$ cat src/rtl/bpu_gshare_state.sv
// Gshare branch predictor state: flop-based PHT of 2-bit counters, global history
// register, one-outstanding predict handshake and single-cycle training port.
module bpu_gshare_state #(
  parameter int unsigned PHT_ENTRIES = 512,
  parameter int unsigned GHR_LEN     = 16,
  parameter logic [1:0]  CTR_INIT    = 2'b01
) (
  input  logic               clk_i,
  input  logic               rst_i,
  input  logic               req_valid_i,
  output logic               req_ready_o,
  input  logic [31:0]        req_pc_i,
  output logic               resp_valid_o,
  input  logic               resp_ready_i,
  output logic               resp_taken_o,
  output logic [GHR_LEN-1:0] resp_ghr_o,
  input  logic               train_valid_i,
  input  logic [31:0]        train_pc_i,
  input  logic [GHR_LEN-1:0] train_ghr_i,
  input  logic               train_taken_i,
  input  logic               train_mispred_i,
  output logic               init_done_o
);

  localparam int unsigned IDX_W = $clog2(PHT_ENTRIES);

  typedef enum logic {
    ST_INIT,
    ST_RUN
  } state_e;

  state_e             state_q, state_d;
  logic [IDX_W-1:0]   init_idx_q, init_idx_d;
  logic [GHR_LEN-1:0] ghr_q, ghr_d;
  logic [GHR_LEN-1:0] resp_ghr_q, resp_ghr_d;
  logic               resp_valid_q, resp_valid_d;
  logic               resp_taken_q, resp_taken_d;
  logic [1:0]         pht_q [PHT_ENTRIES];

  logic [IDX_W-1:0]   pred_idx, train_idx;
  logic [1:0]         pred_ctr, train_ctr;
  logic               running, req_fire, train_en, flush;

  // Same hash for predict and train so a returned GHR snapshot finds its entry.
  function automatic logic [IDX_W-1:0] pht_index(input logic [31:0]        pc,
                                                 input logic [GHR_LEN-1:0] ghr);
    return pc[IDX_W+1:2] ^ ghr[IDX_W-1:0];
  endfunction

  function automatic logic [1:0] ctr_step(input logic [1:0] ctr, input logic taken);
    if (taken) return (ctr == 2'b11) ? 2'b11 : ctr + 2'b01;
    else       return (ctr == 2'b00) ? 2'b00 : ctr - 2'b01;
  endfunction

  assign running   = (state_q == ST_RUN);
  assign pred_idx  = pht_index(req_pc_i, ghr_q);
  assign train_idx = pht_index(train_pc_i, train_ghr_i);
  assign pred_ctr  = pht_q[pred_idx];
  assign train_ctr = pht_q[train_idx];

  assign req_ready_o = running & ~resp_valid_q;
  assign req_fire    = req_valid_i & req_ready_o;
  assign train_en    = running & train_valid_i;
  assign flush       = train_en & train_mispred_i;

  // NOTE: every signal driven here gets a hold/default value first so no path
  // through the block leaves it unassigned and infers a latch.
  always_comb begin
    state_d      = state_q;
    init_idx_d   = init_idx_q;
    ghr_d        = ghr_q;
    resp_valid_d = resp_valid_q;
    resp_taken_d = resp_taken_q;
    resp_ghr_d   = resp_ghr_q;

    unique case (state_q)
      ST_INIT: begin
        init_idx_d = init_idx_q + 1'b1;
        if (init_idx_q == IDX_W'(PHT_ENTRIES - 1)) state_d = ST_RUN;
      end
      ST_RUN: ;
      default: state_d = ST_INIT;
    endcase

    // A mispredict flushes the pending response and drops a same-cycle request.
    if (flush) begin
      resp_valid_d = 1'b0;
      ghr_d        = {train_ghr_i[GHR_LEN-2:0], train_taken_i};
    end else if (req_fire) begin
      resp_valid_d = 1'b1;
      resp_taken_d = pred_ctr[1];
      resp_ghr_d   = ghr_q;
      ghr_d        = {ghr_q[GHR_LEN-2:0], pred_ctr[1]};
    end else if (resp_valid_q && resp_ready_i) begin
      resp_valid_d = 1'b0;
    end
  end

  // NOTE: sequential state uses non-blocking assignments so every flop samples
  // the pre-edge values, independent of statement order.
  always_ff @(posedge clk_i or posedge rst_i) begin
    if (rst_i) begin
      state_q      <= ST_INIT;
      init_idx_q   <= '0;
      ghr_q        <= '0;
      resp_valid_q <= 1'b0;
      resp_taken_q <= 1'b0;
      resp_ghr_q   <= '0;
    end else begin
      state_q      <= state_d;
      init_idx_q   <= init_idx_d;
      ghr_q        <= ghr_d;
      resp_valid_q <= resp_valid_d;
      resp_taken_q <= resp_taken_d;
      resp_ghr_q   <= resp_ghr_d;
    end
  end

  // NOTE: the PHT has no reset; the INIT sweep writes every entry instead, which
  // keeps a reset net off 512 x 2 flops.
  always_ff @(posedge clk_i) begin
    if (state_q == ST_INIT) begin
      pht_q[init_idx_q] <= CTR_INIT;
    end else if (train_valid_i) begin
      pht_q[train_idx] <= ctr_step(train_ctr, train_taken_i);
    end
  end

  assign resp_valid_o = resp_valid_q;
  assign resp_taken_o = resp_taken_q;
  assign resp_ghr_o   = resp_ghr_q;
  assign init_done_o  = running;

  logic unused_bits;
  assign unused_bits = ^{req_pc_i[31:IDX_W+2], req_pc_i[1:0],
                         train_pc_i[31:IDX_W+2], train_pc_i[1:0],
                         train_ghr_i[GHR_LEN-1]};

endmodule

$ cat config.mk
export PLATFORM = sky130hd
export DESIGN_NAME = bpu_gshare_state
export DESIGN_NICKNAME = d
export VERILOG_FILES = /design/src/rtl/bpu_gshare_state.sv
export SDC_FILE = /design/constraint.sdc
export NUM_CORES = 2
export LEC_CHECK = 0
export ABC_CLOCK_PERIOD_IN_PS = 16600
export CORE_ASPECT_RATIO = 1.5
export CORE_MARGIN = 8
export CORE_UTILIZATION = 56
export DETAILED_ROUTE_END_ITERATION = 7
export HOLD_SLACK_MARGIN = 0.08
export PLACE_DENSITY = 0.8
export RECOVER_POWER = 100
export SLEW_MARGIN = 10
export SYNTH_ARGS = -nofsm -noshare
export SYNTH_HDL_FRONTEND = slang
export SYNTH_SLANG_ARGS = --single-unit
$ cat constraint.sdc
create_clock -name clk_i -period 16.6 [get_ports clk_i]
set_clock_uncertainty 0.2 [all_clocks]
set_input_delay 1.66 -clock clk_i [delete_from_list [all_inputs] [get_ports clk_i]]
set_output_delay 1.66 -clock clk_i [all_outputs]
set_load 0.01 [all_outputs]
==> impl_metrics.tcl <==
set metrics [dict create \
    die_y_um 374 \
    numPortBuffers 59 \
    max-slew-margin-rel_pct -153 \
    start_kind "primary input" \
    design_area_um2 52600 \
    gp_congestion 0.894 \
    synth-seq-cells 1068 \
    clkTransAtPathRegs_ns 0.07 \
    yosysTopAreaCell "edfxtp_1" \
    yosys_warnings 0 \
    drt-vias-per-instance 7.12 \
    io_pins 107 \
    ys_seq_area_share_pct 66.5 \
    slew_violations 598 \
    grt-ovfl-total 0 \
    area_growth_pct 9.86 \
    cts_setup_buffers 0 \
    dp.cells 3867 \
    rr_startpoint "ghr_q[0]" \
    cts_resized 0 \
    syn_inst 2822 \
    synth_fp_nets 2911 \
    ant_nets 0 \
    coreArea_um2 84900 \
    end_kind "register" \
    die_area_um2 95300 \
    setup_viol 0 \
    cts_tree "yes" \
    r2r_end "ghr_q[0]" \
    die_w_um 255 \
    routedWlPerCell_um 33.0 \
    post-route-min-period_ns 11.38 \
    power_density_nw_per_um2 104 \
    hold_viol_final 0 \
    criticalPathCategory "in2reg" \
    finalPower_mw 5.45 \
    failed_checks "max-capacitance violations, max-slew violations" \
    initial_core_util_pct 56.4 \
    wl_mm 133 \
    synthTopCellsByArea "edfxtp_1 64%, mux4_2 19%, nor2_1 4.3%, dfrtp_1 2.3%, nand2_1 1.3%" \
    track_usage_pct 27.9 \
    antenna_found_initial 1 \
    hold_path_depth 1 \
    drive_above_1_share_pct 22.1 \
    worst_pin_slew_ns 3.80 \
    rsz0062_at_grt "false" \
    synthDominantCellAreaShare_pct 64.2 \
    maxCapViolCount 22 \
    synth_common_cells "1024 x edfxtp_1, 554 x nor2_1, 405 x mux4_2" \
    clock-sinks 1068 \
    multi_input_comb_area_um2 15200 \
    synthDistinctLibCells 68 \
    synth.most_common_cell "edfxtp_1" \
    synth_edf_count 1024 \
    root_buffer "clkbuf_16" \
    grt_pass1_vias 30180 \
    run_status "complete, but fails checks" \
    postCtsHoldBufs 0 \
    timing.hold.worst.start "init_idx_q[7]" \
    netlist_area_um2 47900 \
    clkLatencyLatePin_ns 0.67 \
    hpwl_mm 78.2 \
    layout.cells.non_filler 4039 \
    ys.flop_type "edfxtp_1" \
    timing.hold.ws_ns 0.300 \
    cts_max_level 3 \
    first_pass_iters 6 \
    p_leak_nw 15.8 \
    reg2regPathDepth 12 \
    place_area_um2 49700 \
    finalCritPeriodShare_pct 68.5 \
    nets 2920 \
    async_reset_ff_share_pct 4.12 \
    ir_worst_vdd_v 0.0000746 \
    grt_max_degree 293 \
    nFillCells 5789 \
    vias 28765 \
    crit_fanout 124 \
    drc_errors 0 \
    clock_path_buffers 3 \
    crit_arrival_ns 11.47 \
    ff2ff_setup_slack_ns 9.36 \
    numCtsBuffers 92 \
    fp-row-count 131 \
    setup_tns_ns 0 \
    ff_latch_area_um2 31900 \
    first_iter_violations 3924 \
    worstPathRequired_ns 16.69 \
    fmax_mhz 87.9 \
    holdPathEnd "init_idx_q[7]" \
    hold_path_class "reg2reg" \
    grt_pass1_wl_mm 194 \
    avgSynthCellArea_um2 17.0 \
]
how the worst max path moves through the flow:
stage,from,end,slack [ns],cells after the start
after floorplan,train_ghr_i[3],pht_q[0][0],3.47,11
final,train_ghr_i[3],pht_q[465][1],5.22,13
after global placement,train_ghr_i[0],pht_q[506][1],7.61,14
after detailed placement,train_ghr_i[0],pht_q[506][1],7.47,15
after CTS,train_ghr_i[0],pht_q[469][1],8.08,15
after global routing,train_ghr_i[3],pht_q[458][1],5.20,13
where the power goes:
part | switching, mW | internal [mW]
Sequential | 0 | 2.91
Combinational | 0.223 | 0.119
Clock | 0.972 | 1.23
metal layers:
metal | GRT usage, % | share of wire (%) | vias to the layer above
met5 | 0 | 0.0097 | -
met4 | 20.6 | 8.9 | 2
met3 | 6.07 | 11 | 661
met2 | 46.0 | 50 | 2348
met1 | 31.6 | 30 | 14482
li1 | - | - | 11272
logic make-up after synthesis:
logic type	Yosys count	share of synthesized area (%)
compound gates	200	2.90
xor+xnor	36	0.690
simple gates	825	6.92
mux	475	20.6
buf+inv	215	2.21
flops	1068	66.5
fa+ha+maj	3	0.0758
layout make-up:
class | count | area share (%)
Inverter | 3 | 0.0214
Sequential cell | 1068 | 60.6
Clock buffer | 113 | 4.67
Clock inverter | 57 | 1.13
Antenna cell | 2 | 0.00952
Multi-Input combinational cell | 1539 | 28.8
Timing Repair Buffer | 127 | 2.08
Tap cell | 1130 | 2.69
worst max-delay path: stages:
cell,delay [ns]
dlygate4sd3_1,0.80
xor2_4,0.16
clkbuf_1,2.02
clkbuf_1,2.08
mux4_2,0.58
mux4_2,0.33
o31ai_1,0.12
a2111oi_0,0.78
a221oi_1,0.21
maj3_1,0.42
nor2_1,0.24
buf_4,0.77
buf_4,1.01
cell usage in the layout (no fill, tap or decap), types with 21 or more instances in the layout:
cell	Yosys	layout
dfrtp_1	44	44
edfxtp_1	1024	1024
clkbuf_1	124	35
mux2_2	22	22
o21ai_0	30	30
dlygate4sd3_1	0	24
a22oi_1	21	21
nor2_1	554	555
mux4_2	405	405
buf_4	26	45
o22ai_1	49	49
mux2i_1	46	46
clkbuf_16	0	95
nand3_1	52	52
nand2_1	163	163
clkdlybuf4s50_1	0	35
registers in the layout (all words and copies together), names as in the netlist:
name / flops
init_done_o: 1
resp_ghr_o: 16
pht_q: 1024
resp_taken_o: 1
ghr_q: 16
init_idx_q: 9
resp_valid_o: 1
through the flow:
step | utilization (%) | setup slack (ns)
after CTS | 62.1 | 8.08
after global placement | 58.5 | 7.61
after detailed placement | 58.5 | 7.47
after global routing | 61.9 | 5.20
final | 61.9 | 5.22
after floorplan | - | 3.47
No activity file was read; power rests on OpenSTA's default activity.
==> patch: new RTL, config.mk and constraints unchanged <==
`GHR_LEN`: 16 -> 32.
--- a/src/rtl/bpu_gshare_state.sv
+++ b/src/rtl/bpu_gshare_state.sv
@@ -2,7 +2,7 @@
 // register, one-outstanding predict handshake and single-cycle training port.
 module bpu_gshare_state #(
   parameter int unsigned PHT_ENTRIES = 512,
-  parameter int unsigned GHR_LEN     = 16,
+  parameter int unsigned GHR_LEN     = 32,
   parameter logic [1:0]  CTR_INIT    = 2'b01
 ) (
   input  logic               clk_i,
Interface: changed (resized resp_ghr_o and train_ghr_i); port bits go from 107 to 139. No check against the original RTL was run, so the function may have changed too.
==> patch against the original RTL <==
The flow finishes with violations (design-rule violations, max-capacitance violations, max-slew violations); area after synthesis rose by 3.5%; wire length up 7.8%; worst setup slack got worse by 0.81 ns; hold slack better by 0.0029 ns; final area rose by 4.0%; critical path depth increased by 3; first-iteration DRC count grew 20%; synthesized cell count up 16%; sequential cell count up 32; power increased by 3.4%; global-route usage rose by 0.99 points; largest power group unchanged.
==> patch: results (changes against the original RTL) <==
- Number of vias per cell after detailed routing: 7.04 (-1.1%)
- Port buffer count: 91 (+54%)
- Mux contribution to synthesized area: 0.182 (-0.0243)
- In the post-synthesis netlist, the biggest area contributors are sky130_fd_sc_hd__edfxtp_1 62%, sky130_fd_sc_hd__mux4_2 16%, sky130_fd_sc_hd__nor2_1 4.3%, sky130_fd_sc_hd__dfrtp_1 3.8%, sky130_fd_sc_hd__nand2_1 3.2%.
* Count of unresolved DRC violations after routing: 9 (+9)
* Fill cell instance count of the final layout: 5951 (+2.8%)
* Distinct cells, synth: 67 (-1.5%)
- The cell leakage power was 17.4 nW (+10%).
- The number of CTS-inserted buffers was 93 (+1.1%).
* Fraction of layout cells with a size suffix above 1: 0.184 (-0.0366)
- Violation count after the first detailed-route iteration: 4698 (+20%)
* Terminus of the critical flop-to-flop path: pht_q[106][1]
* Failing checks: design-rule violations, max-capacitance violations, max-slew violations
* Synth Area in Adders: 0.000505 (-0.000253)
* Number of global-route vias before repair: 32500 (+7.8%)
* Worst-path fanout max: 112 (-9.7%)
* Gate count of the mapped netlist: 3267 (+16%)
- The worst hold path begins at resp_ghr_o[21].
* Worst reg2reg startpoint: init_done_o
* Pin count of the biggest net entering global routing: 294 (+0.34%)
* FF-to-FF setup slack: 10.08 ns (+0.72 ns)
- Most frequent cells after synthesis: 1024 x sky130_fd_sc_hd__edfxtp_1, 573 x sky130_fd_sc_hd__nor2_1, 429 x sky130_fd_sc_hd__nand2_1
- The global-route usage over all layers is 0.288 (+0.00990).
- Share of the yosys chip area belonging to registers: 0.659 (-0.00652)
- Detailed Route WL: 144000 µm (+7.8%)
- The flow ran to the end, but the final reports show violations.
* Async S/R FF share, synth: 0.0691 (+0.0279)
* Max-slew violation count: 772 (+29%)
- Global-route wire length before repair: 209000 µm (+8.1%)
- The max capacitance violation total is 25 (+14%).
* Worst supply voltage drop on vdd: 0.0912 mV (+22%)
==> patch: layout make-up <==
type	count	area, µm²	share of cell area
Clock buffer	118	2510	0.0460
Timing Repair Buffer	165	1450	0.0264
Multi-Input combinational cell	1924	16100	0.294
Clock inverter	52	564	0.0103
Sequential cell	1100	32700	0.597
Tap cell	1147	1440	0.0262
Inverter	2	7.51	0.000137
==> patch: routing by layer <==
metal / up-vias / track usage / wire (µm)
met5: - / 0 / 13
met2: 2694 / 0.465 / 69100
li1: 12600 / - / -
met3: 686 / 0.0729 / 18700
met1: 15800 / 0.333 / 43400
met4: 2 / 0.211 / 12500
==> patch: stage by stage <==
step           hold slack (ns)   util  setup WS, ns
2_1_floorplan            0.262      -          2.49
3_3_place_gp             0.280  0.590          6.83
3_5_place_dp             0.291  0.590          6.65
4_1_cts                  0.302  0.625          7.34
5_1_grt                  0.321  0.624          4.32
6_report                 0.303  0.624          4.41
==> patch: worst max-delay path by stage <==
stage,startpoint,end,slack (ns),cells after the start
3_5_place_dp,train_ghr_i[1],pht_q[230][0],6.65,17
5_1_grt,train_ghr_i[3],pht_q[244][0],4.32,16
2_1_floorplan,train_ghr_i[0],pht_q[0][0],2.49,12
6_report,train_ghr_i[3],pht_q[228][0],4.41,16
4_1_cts,train_ghr_i[1],pht_q[228][0],7.34,17
3_3_place_gp,train_ghr_i[1],pht_q[340][0],6.83,17
==> patch: worst register-to-register path: cells and delay by family, from the launching register on <==
kind / cells / cell delay, ns
AND/OR/NAND/NOR: 3 / 2.56
AO/OA/AOI/OAI: 1 / 2.75
flip-flops: 1 / 0.66
==> patch: cell families after synthesis <==
| kind of cell | after synthesis |
|---|---|
| flip-flops | 1100 |
| adder cells (fa/ha/maj) | 2 |
| XOR/XNOR | 39 |
| buffers and inverters | 243 |
| AO/OA/AOI/OAI | 228 |
| multiplexers | 468 |
| AND/OR/NAND/NOR | 1187 |
==> patch: power groups by stage <==
stage	registers (mW)	clock network [mW]	logic (mW)
2_1_floorplan	3.04	0	0.244
3_3_place_gp	3.04	0	0.393
3_5_place_dp	3.04	0	0.397
4_1_cts	2.98	2.24	0.399
5_1_grt	2.98	2.34	0.420
6_report	2.98	2.24	0.413
